--- config.mk ---
export PLATFORM = sky130hd
export DESIGN_NAME = mips_multicycle_core
export DESIGN_NICKNAME = d
export VERILOG_FILES = /design/src/rtl/mips_multicycle_core.sv
export SDC_FILE = /design/constraint.sdc
export NUM_CORES = 2
export LEC_CHECK = 0
export BUFFER_PORTS_ARGS = -buffer_cell sky130_fd_sc_hd__buf_2
export CAP_MARGIN = 20
export CORE_AREA = 2 2 425 322
export CTS_CLUSTER_DIAMETER = 30
export DETAILED_ROUTE_END_ITERATION = 8
export DIE_AREA = 0 0 427 324
export GPL_TIMING_DRIVEN = 0
export PLACE_DENSITY = 0.69
export REMOVE_ABC_BUFFERS = 1
export SKIP_CTS_REPAIR_TIMING = 1
export SYNTH_ARGS = -nofsm -noshare
export SYNTH_HDL_FRONTEND = slang
export SYNTH_SLANG_ARGS = --single-unit
--- constraint.sdc ---
create_clock -name clk -period 6.7 [get_ports clk]
set_clock_uncertainty 0.15 [all_clocks]
set_input_delay 0.335 -clock clk [delete_from_list [all_inputs] [get_ports clk]]
set_output_delay 0.335 -clock clk [all_outputs]
set_load 0.1 [all_outputs]
--- src/rtl/mips_multicycle_core.sv ---
// Multicycle MIPS integer core: Moore control FSM, one shared ALU, one unified memory port.
// Latency at zero wait: lw 5, sw 4, R/addi 4, beq/j 3 cycles; each memory wait cycle adds 1.
// Backpressure: memory states hold req/addr/we/wdata stable and stall while mem_ready=0.
//
// Ports:
//   clk, rst         rising-edge clock, asynchronous active-low reset
//   mem_req/mem_we   transfer request and direction (1 = write)
//   mem_addr         word-aligned byte address, mem_wdata store data
//   mem_rdata        read data, sampled on the accepting edge
//   mem_ready        transfer completes on an edge with mem_req=1 and mem_ready=1
//   Test_Value       low TEST_WIDTH bits of register TEST_REG
//   halted           1 while in the terminal HALT state
module mips_multicycle_core #(
    parameter logic [31:0] RESET_PC   = 32'h0000_0000,
    parameter int          TEST_REG   = 16,
    parameter int          TEST_WIDTH = 16
) (
    input  logic                  clk,
    input  logic                  rst,
    output logic                  mem_req,
    output logic                  mem_we,
    output logic [31:0]           mem_addr,
    output logic [31:0]           mem_wdata,
    input  logic [31:0]           mem_rdata,
    input  logic                  mem_ready,
    output logic [TEST_WIDTH-1:0] Test_Value,
    output logic                  halted
);

    typedef enum logic [3:0] {
        FETCH, DECODE, MEMADR, MEMRD, MEMWB, MEMWR,
        EXEC, ALUWB, ADDIEX, ADDIWB, BRANCH, JUMP, HALT
    } state_t;

    typedef enum logic [2:0] {
        ALU_ADD, ALU_SUB, ALU_AND, ALU_OR, ALU_SLT
    } alu_ctl_t;

    localparam logic [5:0] OP_RTYPE = 6'h00;
    localparam logic [5:0] OP_J     = 6'h02;
    localparam logic [5:0] OP_BEQ   = 6'h04;
    localparam logic [5:0] OP_ADDI  = 6'h08;
    localparam logic [5:0] OP_LW    = 6'h23;
    localparam logic [5:0] OP_SW    = 6'h2B;

    localparam logic [5:0] FN_ADD = 6'h20;
    localparam logic [5:0] FN_SUB = 6'h22;
    localparam logic [5:0] FN_AND = 6'h24;
    localparam logic [5:0] FN_OR  = 6'h25;
    localparam logic [5:0] FN_SLT = 6'h2A;

    localparam logic [4:0] TREG = TEST_REG[4:0];

    state_t state, state_next;

    logic [31:0] pc, ir, mdr, a_reg, b_reg, alu_out;
    logic [31:0] regs [0:31];

    // Instruction fields
    logic [5:0]  op, funct;
    logic [4:0]  rs, rt, rd;
    logic [31:0] sext;
    logic        funct_ok;

    assign op    = ir[31:26];
    assign rs    = ir[25:21];
    assign rt    = ir[20:16];
    assign rd    = ir[15:11];
    assign funct = ir[5:0];
    assign sext  = {{16{ir[15]}}, ir[15:0]};

    assign funct_ok = (funct == FN_ADD) || (funct == FN_SUB) || (funct == FN_AND) ||
                      (funct == FN_OR)  || (funct == FN_SLT);

    // Register file: two combinational read ports, $0 hard-wired to zero
    logic [31:0] rd_a, rd_b;
    assign rd_a = (rs == 5'd0) ? 32'd0 : regs[rs];
    assign rd_b = (rt == 5'd0) ? 32'd0 : regs[rt];

    logic        xfer;
    assign xfer = mem_req && mem_ready;

    // Shared ALU: PC+4 in FETCH, branch target in DECODE, compare in BRANCH
    logic [31:0] alu_a, alu_b, alu_y;
    alu_ctl_t    alu_ctl;
    logic        alu_zero;

    always_comb begin
        alu_a   = pc;
        alu_b   = 32'd4;
        alu_ctl = ALU_ADD;
        case (state)
            DECODE: begin
                alu_a = pc;
                alu_b = {sext[29:0], 2'b00};
            end
            MEMADR, ADDIEX: begin
                alu_a = a_reg;
                alu_b = sext;
            end
            EXEC: begin
                alu_a = a_reg;
                alu_b = b_reg;
                case (funct)
                    FN_SUB:  alu_ctl = ALU_SUB;
                    FN_AND:  alu_ctl = ALU_AND;
                    FN_OR:   alu_ctl = ALU_OR;
                    FN_SLT:  alu_ctl = ALU_SLT;
                    default: alu_ctl = ALU_ADD;
                endcase
            end
            BRANCH: begin
                alu_a   = a_reg;
                alu_b   = b_reg;
                alu_ctl = ALU_SUB;
            end
            default: ;
        endcase
    end

    always_comb begin
        alu_y = 32'd0;
        case (alu_ctl)
            ALU_ADD: alu_y = alu_a + alu_b;
            ALU_SUB: alu_y = alu_a - alu_b;
            ALU_AND: alu_y = alu_a & alu_b;
            ALU_OR:  alu_y = alu_a | alu_b;
            ALU_SLT: alu_y = {31'd0, ($signed(alu_a) < $signed(alu_b))};
            default: alu_y = 32'd0;
        endcase
    end

    assign alu_zero = (alu_y == 32'd0);

    // Next-state logic
    always_comb begin
        state_next = state;
        case (state)
            FETCH:  if (xfer) state_next = DECODE;
            DECODE: begin
                case (op)
                    OP_LW, OP_SW: state_next = MEMADR;
                    OP_RTYPE:     state_next = funct_ok ? EXEC : HALT;
                    OP_BEQ:       state_next = BRANCH;
                    OP_ADDI:      state_next = ADDIEX;
                    OP_J:         state_next = JUMP;
                    default:      state_next = HALT;
                endcase
            end
            MEMADR: state_next = (op == OP_LW) ? MEMRD : MEMWR;
            MEMRD:  if (xfer) state_next = MEMWB;
            MEMWB:  state_next = FETCH;
            MEMWR:  if (xfer) state_next = FETCH;
            EXEC:   state_next = ALUWB;
            ALUWB:  state_next = FETCH;
            ADDIEX: state_next = ADDIWB;
            ADDIWB: state_next = FETCH;
            BRANCH: state_next = FETCH;
            JUMP:   state_next = FETCH;
            HALT:   state_next = HALT;
            default: state_next = HALT;
        endcase
    end

    // Memory port: a function of state and rst only, never of mem_ready
    always_comb begin
        mem_req   = 1'b0;
        mem_we    = 1'b0;
        mem_addr  = pc;
        mem_wdata = 32'd0;
        if (!rst) begin
            mem_addr = RESET_PC;
        end else begin
            case (state)
                FETCH: mem_req = 1'b1;
                MEMRD: begin
                    mem_req  = 1'b1;
                    mem_addr = alu_out;
                end
                MEMWR: begin
                    mem_req   = 1'b1;
                    mem_we    = 1'b1;
                    mem_addr  = alu_out;
                    mem_wdata = b_reg;
                end
                default: ;
            endcase
        end
    end

    // Register-file write port control
    logic        rf_we;
    logic [4:0]  rf_waddr;
    logic [31:0] rf_wdata;

    always_comb begin
        rf_we    = 1'b0;
        rf_waddr = 5'd0;
        rf_wdata = 32'd0;
        case (state)
            MEMWB: begin
                rf_we    = 1'b1;
                rf_waddr = rt;
                rf_wdata = mdr;
            end
            ALUWB: begin
                rf_we    = 1'b1;
                rf_waddr = rd;
                rf_wdata = alu_out;
            end
            ADDIWB: begin
                rf_we    = 1'b1;
                rf_waddr = rt;
                rf_wdata = alu_out;
            end
            default: ;
        endcase
    end

    always_ff @(posedge clk or negedge rst) begin
        if (!rst) state <= FETCH;
        else      state <= state_next;
    end

    always_ff @(posedge clk or negedge rst) begin
        if (!rst) begin
            pc      <= RESET_PC;
            ir      <= 32'd0;
            mdr     <= 32'd0;
            a_reg   <= 32'd0;
            b_reg   <= 32'd0;
            alu_out <= 32'd0;
        end else begin
            case (state)
                FETCH: if (xfer) begin
                    ir <= mem_rdata;
                    pc <= alu_y;
                end
                DECODE: begin
                    a_reg   <= rd_a;
                    b_reg   <= rd_b;
                    alu_out <= alu_y;
                end
                MEMADR, ADDIEX, EXEC: alu_out <= alu_y;
                MEMRD:  if (xfer) mdr <= mem_rdata;
                // alu_out still holds the target computed in DECODE
                BRANCH: if (alu_zero) pc <= alu_out;
                // pc already points past the jump, so its top nibble is the PC+4 region
                JUMP:   pc <= {pc[31:28], ir[25:0], 2'b00};
                default: ;
            endcase
        end
    end

    always_ff @(posedge clk or negedge rst) begin
        if (!rst) begin
            for (int i = 0; i < 32; i++) regs[i] <= 32'd0;
        end else if (rf_we && (rf_waddr != 5'd0)) begin
            regs[rf_waddr] <= rf_wdata;
        end
    end

    assign Test_Value = (TREG == 5'd0) ? '0 : regs[TREG][TEST_WIDTH-1:0];
    assign halted     = (state == HALT);

endmodule

Word-level counts from Yosys, hierarchy flattened

Cells that the tools add are included.

Mux-type cells: 37
Magnitude comparators: 5
Bitwise gates (word level): 6
Reductions and logical operators: 32
Equality and inequality tests: 30
Add/subtract/negate cells: 2

Operators by type and width:

| cell                                                            | count |
|---|---|
| 1024-bit bitwise mux                                            | 1 |
| 32-bit two-way mux                                              | 14 |
| 32-bit binary-select mux with 5-bit select                      | 2 |
| 32-bit case mux with 3 select lines                             | 2 |
| 32-bit demux with 5-bit select                                  | 1 |
| 32-bit case mux with 5 select lines                             | 1 |
| 32-bit case mux with 2 select lines                             | 1 |
| 6-bit == test, second input constant                            | 7 |
| 32-bit adder                                                    | 1 |
| 32-bit bitwise AND                                              | 1 |
| 32-bit zero test                                                | 1 |
| 32-bit less-than comparator                                     | 1 |
| 32-bit bitwise OR                                               | 1 |
| 4-bit case mux with 8 select lines                              | 1 |
| 32-bit subtractor                                               | 1 |
| 4-bit == test, second input constant                            | 5 |
| 4-bit case mux with 5 select lines                              | 1 |
| 6-bit >= comparator, second input constant                      | 3 |
| 5-bit inverter with 6-bit output                                | 3 |
| 4-bit by 3-bit == test with 1-bit output, second input constant | 4 |
| 4-bit two-way mux                                               | 4 |
| 3-bit case mux with 4 select lines                              | 1 |
| 2-bit OR reduction                                              | 6 |
| 5-bit zero test                                                 | 2 |
| 29 further kinds                                                | 47 |

Input bits: 35
Flip-flop bits (word level): 1220
Output and inout bits: 83

Longest topological paths before layout

Depth after elaboration: 9
Gate-level depth with buffers: 24
Mapped depth without buffers: 19

Worst setup path before layout

OpenSTA, ideal clock, no wires.

Kind: register to register
Start point: reg state[1]
End point: reg pc[10]
Library setup time: 127 ps
Data arrival time: 6558 ps
Buffers on the path: 5
Required time: 6423 ps
Cell stages (with the launch flop): 23
Slack: -136 ps
Period minus slack after synthesis: 6836 ps
Cell sequence: dfrtp_1 buf_2 clkbuf_1 xnor2_1 nor3_1 or2_2 clkbuf_1 clkbuf_1 mux2_2 ha_1 or4_1 or3_1 a211oi_2 nand4bb_1 a211oi_1 a221oi_1 nand2_1 nor4b_1 nand4_1 or4_4 o31ai_4 buf_6 mux2_1

Word-level cells in the longest chain between the ends: 8
Elaborated cells between the ends (all ways): 37
Classes of those cells: add/sub (2); order compare (1); eq/ne (14); mux (8); bitwise (2); reduce/logical (10)

RTL lines:

| what                                                                             | RTL line | RTL |
|---|---|---|
| start, declared                                                                  | 54       | `state_t state, state_next;` |
| start signal, assigned                                                           | 222      | `else state <= state_next;` |
| 4-bit == test (tied with other cells)                                            | 92, 234  |  |
| 2-bit OR reduction (no line) (tied with other cells)                             | n/a      |  |
| 32-bit case mux with 3 select lines / 32-bit two-way mux (equally long branches) | 92       | `case (state)` |
| 32-bit subtractor (tied with other cells)                                        | 125      | `ALU_SUB: alu_y = alu_a - alu_b;` |
| 32-bit case mux with 5 select lines                                              | 123      | `case (alu_ctl)` |
| 32-bit zero test                                                                 | 133      | `assign alu_zero = (alu_y == 32'd0);` |
| 2-bit != test (no line)                                                          | n/a      |  |
| 3-bit AND reduction (no line)                                                    | n/a      |  |
| end signal, assigned                                                             | 237      | `pc <= alu_y;` |
| end signal, assigned                                                             | 247      | `BRANCH: if (alu_zero) pc <= alu_out;` |
| end signal, assigned                                                             | 249      | `JUMP: pc <= {pc[31:28], ir[25:0], 2'b00};` |
| end, declared                                                                    | 56       | `logic [31:0] pc, ir, mdr, a_reg, b_reg, alu_out;` |

Several ways; a longest one is shown, not always the timed one. The select of a mux whose other input is x is not followed.
A chain may end at the register's enable or synchronous reset.

Worst setup path in the final report

Start point: reg state[3]
End point: reg pc[28]

Word-level cells in the longest chain between the ends: 8
Elaborated cells between the ends (all ways): 38
Classes of those cells: add/sub (2); order compare (1); eq/ne (14); mux (8); bitwise (3); reduce/logical (10)

RTL lines:

| what                                                                             | RTL line |
|---|---|
| 4-bit == test (tied with other cells)                                            | 92, 234 |
| 2-bit OR reduction (no line) (tied with other cells)                             | n/a |
| 32-bit case mux with 3 select lines / 32-bit two-way mux (equally long branches) | 92 |
| 32-bit subtractor (tied with other cells)                                        | 125 |
| 32-bit case mux with 5 select lines                                              | 123 |
| 32-bit zero test                                                                 | 133 |
| 2-bit != test (no line)                                                          | n/a |
| 4-bit AND reduction (no line)                                                    | n/a |

Several ways; a longest one is shown, not always the timed one. The select of a mux whose other input is x is not followed.

==> load_flow_metrics.sql <==
INSERT INTO impl_metrics (metric_group, metric, value, unit) VALUES
('run_status', 'status', 'finished, violations left', ''),
('clocking', 'ctsRootBufferMaster', 'sky130_fd_sc_hd__clkbuf_16', ''),
('sta', 'slew_at_the_pin_closest_to_its_max_slew_limit', '1140', 'ps'),
('drt', 'post_drt_via_cell_ratio', '6.66', ''),
('placed_design', 'dp_hpwl', '148000', 'um'),
('die', 'io_pins', '118', ''),
('clocking', 'numCtsBuffers', '194', ''),
('placed_design', 'placedInstanceArea', '70900', 'um2'),
('setup_path', 'highest_net_fanout_along_the_worst_path', '18', ''),
('clocking', 'clock_sink_count', '1220', ''),
('pwr', 'power_per_cell_area', '490', 'nW/um2'),
('synth', 'synthesis.instances', '6069', ''),
('sta', 'period_share', '1.00', ''),
('setup_path', 'critical_path.startpoint_type', 'flop', ''),
('hold_path', 'worst_hold_path_type', 'primary input to asynchronous set/reset pin', ''),
('global_routing', 'antenna_found_initial', '4', ''),
('global_routing', 'wire_length_of_the_first_global_routing_pass', '340000', 'um'),
('die', 'floorplan.die.height', '324', 'um'),
('drt', 'first_pass_iters', '6', ''),
('sta', 'max_slew_margin', '0.233', ''),
('placed_design', 'buffer_ports.inserted', '117', ''),
('pwr', 'ir_worst_vdd', '0.331', 'mV'),
('synth', 'yosys_warnings', '0', ''),
('pwr', 'fin_total_pwr', '0.0387', 'W'),
('final_layout', 'finalInstanceArea', '79000', 'um2'),
('synth', 'asyncSetResetFlopFracSynth', '1.00', ''),
('setup_path', 'rrSetupSlack', '-30', 'ps'),
('clocking', 'clock_tree.buffer_depth', '3', ''),
('sta', 'hold_slack', '-3.47', 'ps'),
('global_routing', 'gr-total-overflow', '0', ''),
('global_routing', 'groute.usage.overall', '0.333', ''),
('clocking', 'clkSlewWorstSetupHoldPaths', '60', 'ps'),
('die', 'initial_utilization', '0.497', ''),
('setup_path', 'reg2reg_depth', '18', ''),
('synth', 'seq_area_frac_synth', '0.457', ''),
('setup_path', 'r2r-start', 'state[3]', ''),
('synth', 'syn_area', '66800', 'um2'),
('global_routing', 'grt_pass1_vias', '51633', ''),
('synth', 'dominantRegCellSynth', 'sky130_fd_sc_hd__dfrtp_1', ''),
('drt', 'wl', '231000', 'um'),
('setup_path', 'rr_endpoint', 'pc[28]', ''),
('final_layout', 'nets', '6140', ''),
('setup_path', 'cp.required', '7240', 'ps'),
('final_layout', 'post_route_cells_drive_above_1_share', '0.256', ''),
('final_layout', 'largest_register', 'regs', ''),
('die', 'die_x_extent', '427', 'um'),
('clocking', 'ctsHtreeMaxLevel', '4', ''),
('synth', 'synth_area_per_cell', '11.0', 'um2'),
('synth', 'synth_edf_count', '0', ''),
('sta', 'time_the_worst_path_needs_with_i_o_delays_and_setup', '6730', 'ps'),
('final_layout', 'largest_register_ffs', '1008', ''),
('drt', 'drt_iter0_drc', '6996', ''),
('sta', 'drv_slew', '0', ''),
('setup_path', 'timing.setup.critical_path_class', 'flop to flop', ''),
('flow_run', 'cap_violations', '0', ''),
('sta', 'fmax', '149', 'MHz'),
('setup_path', 'cp_data_arrival_time', '7270', 'ps'),
('drt', 'antenna_violating_nets_post_route', '0', ''),
('clocking', 'worst_skew_pair.late_latency', '840', 'ps'),
('die', 'core-area', '134000', 'um2'),
('run_status', 'violations', 'hold timing, setup timing', ''),
('synth', 'synth-seq-cells', '1220', ''),
('clocking', 'cts_tree', 'yes', ''),
('pwr', 'leakagePower', '33.7', 'nW'),
('sta', 'timing.final.setup_violations', '4', ''),
('die', 'fp.dieArea', '138000', 'um2'),
('die', 'floorplan.rows', '117', ''),
('sta', 'postLayoutSetupSlackWorst', '-27.0', 'ps'),
('placed_design', 'worst_setup_slack_post_dpl', '-2640', 'ps'),
('final_layout', 'syn2layout_area_growth', '18.4', '%'),
('synth', 'synth_cell_type_count', '89', ''),
('sta', 'timing.final.hold_violations', '2', ''),
('setup_path', 'crit_path_end_kind', 'flop', ''),
('global_routing', 'grt_max_degree', '179', ''),
('drt', 'drc', '0', ''),
('drt', 'via_count', '53036', ''),
('drt', 'wl_per_cell', '29.0', 'um'),
('placed_design', 'gpl.final_weighted_congestion', '0.953', '');
## kinds of logic after synthesis
kind of cell	share of synthesized area
flops	0.457
fa+ha+maj	0.0193
mux	0.249
buf+inv	0.0417
xor+xnor	0.00315
compound gates	0.130
simple gates	0.0994
## routing by layer
metal,global-route usage,wire length [um],vias to the layer above
met1,0.459,89800,26929
met5,0,11,-
li1,-,-,21985
met4,0.170,12800,2
met2,0.491,103000,3398
met3,0.0849,25500,722
## per-stage QoR
step                      utilization  std cells  setup TNS [ps]
final                           0.588       7958           -87.0
after global placement          0.500       7356               -
after CTS                       0.579       7872          -94750
after global routing            0.588       7956           -1540
after floorplan                     -       5454        -5813790
after detailed placement        0.527       7511          -91950
## where the power goes
group / internal, W / total, W / switching (W)
Sequential: 0.00872 / 0.0105 / 0.00180
Clock: 0.00666 / 0.0106 / 0.00398
Combinational: 0.00728 / 0.0176 / 0.0103
Total: 0.0227 / 0.0387 / 0.0161
## critical path: stages (launching register included)
cell,delay (ps)
sky130_fd_sc_hd__dfrtp_4,540
sky130_fd_sc_hd__xnor2_1,180
sky130_fd_sc_hd__nor3_4,350
sky130_fd_sc_hd__buf_6,210
sky130_fd_sc_hd__or2_4,160
sky130_fd_sc_hd__buf_16,180
sky130_fd_sc_hd__mux2_2,410
sky130_fd_sc_hd__ha_1,440
sky130_fd_sc_hd__a21o_1,250
sky130_fd_sc_hd__a31o_2,270
sky130_fd_sc_hd__a21o_1,220
sky130_fd_sc_hd__a221oi_4,530
sky130_fd_sc_hd__or3_1,190
sky130_fd_sc_hd__nand4_1,360
sky130_fd_sc_hd__nor4b_2,370
sky130_fd_sc_hd__nand4_1,230
sky130_fd_sc_hd__or4_4,580
sky130_fd_sc_hd__o31ai_2,530
sky130_fd_sc_hd__mux2_2,400
## synth_stat cells, types with 6 or more instances
master,instances,share of area
sky130_fd_sc_hd__inv_1,102,0.0057
sky130_fd_sc_hd__a211oi_1,61,0.0069
sky130_fd_sc_hd__dfrtp_1,1220,0.46
sky130_fd_sc_hd__ha_1,99,0.019
sky130_fd_sc_hd__o21ai_0,784,0.059
sky130_fd_sc_hd__nand3b_1,7,0.00079
sky130_fd_sc_hd__or3_1,7,0.00066
sky130_fd_sc_hd__a21oi_1,482,0.036
sky130_fd_sc_hd__o21a_1,8,0.00090
sky130_fd_sc_hd__a22oi_1,53,0.0060
sky130_fd_sc_hd__o211ai_1,10,0.0011
sky130_fd_sc_hd__o22ai_1,6,0.00056
sky130_fd_sc_hd__nand4_1,15,0.0014
sky130_fd_sc_hd__o31ai_1,7,0.00079
sky130_fd_sc_hd__a21boi_0,33,0.0037
sky130_fd_sc_hd__or4_1,8,0.00090
sky130_fd_sc_hd__a21o_1,15,0.0017
sky130_fd_sc_hd__nor3_1,23,0.0017
sky130_fd_sc_hd__nand3_1,18,0.0013
sky130_fd_sc_hd__mux4_2,640,0.22
sky130_fd_sc_hd__and3_1,12,0.0011
sky130_fd_sc_hd__buf_2,11,0.00082
sky130_fd_sc_hd__nand2_1,901,0.051
sky130_fd_sc_hd__xnor2_1,19,0.0025
sky130_fd_sc_hd__and2_1,62,0.0058
sky130_fd_sc_hd__nor2_1,464,0.026
sky130_fd_sc_hd__a211o_1,6,0.00079
sky130_fd_sc_hd__mux2_2,108,0.018
sky130_fd_sc_hd__buf_4,16,0.0018
sky130_fd_sc_hd__a22o_1,7,0.00092
sky130_fd_sc_hd__mux2i_1,72,0.011
sky130_fd_sc_hd__nor2b_1,24,0.0022
sky130_fd_sc_hd__nand2b_1,14,0.0013
sky130_fd_sc_hd__buf_1,70,0.0039
sky130_fd_sc_hd__a221oi_1,6,0.00079
sky130_fd_sc_hd__o221ai_1,8,0.0010
sky130_fd_sc_hd__nor4_1,12,0.0011
sky130_fd_sc_hd__a31oi_1,14,0.0013
sky130_fd_sc_hd__clkbuf_1,516,0.029
sky130_fd_sc_hd__mux2_1,23,0.0039
## layout by cell type, fill, tap and decap left out, drive strengths merged, types with 58 or more instances in the layout
cell type,n
o21ai,786
mux2,131
clkinv,58
nand2,901
nor2,464
mux2i,72
inv,140
a211oi,62
buf,317
clkbuf,225
mux4,640
and2,63
ha,99
dfrtp,1220
a21oi,482
## cell type report
class / count / area [um2]
antenna: 4 / 10.0
clock buffer: 223 / 5140
clock inverter: 138 / 1810
fill: 10581 / 55400
inverter: 103 / 390
multi-input combinational: 4133 / 34400
sequential: 1220 / 30600
tap: 1785 / 2230
timing repair buffer: 352 / 4490
## worst max path at each step
| stage | start | end | slack (ps) |
|---|---|---|---|
| 2_1_floorplan | ir[16] | regs[896] | -6290 |
| 3_3_place_gp | rst | mdr[20] | -25850 |
| 3_5_place_dp | state[0] | pc[31] | -2640 |
| 4_1_cts | state[0] | pc[15] | -2720 |
| 5_1_grt | state[3] | pc[28] | -80 |
| 6_report | state[3] | pc[28] | -30 |
Note: power is estimated with default switching activity, not from simulation.
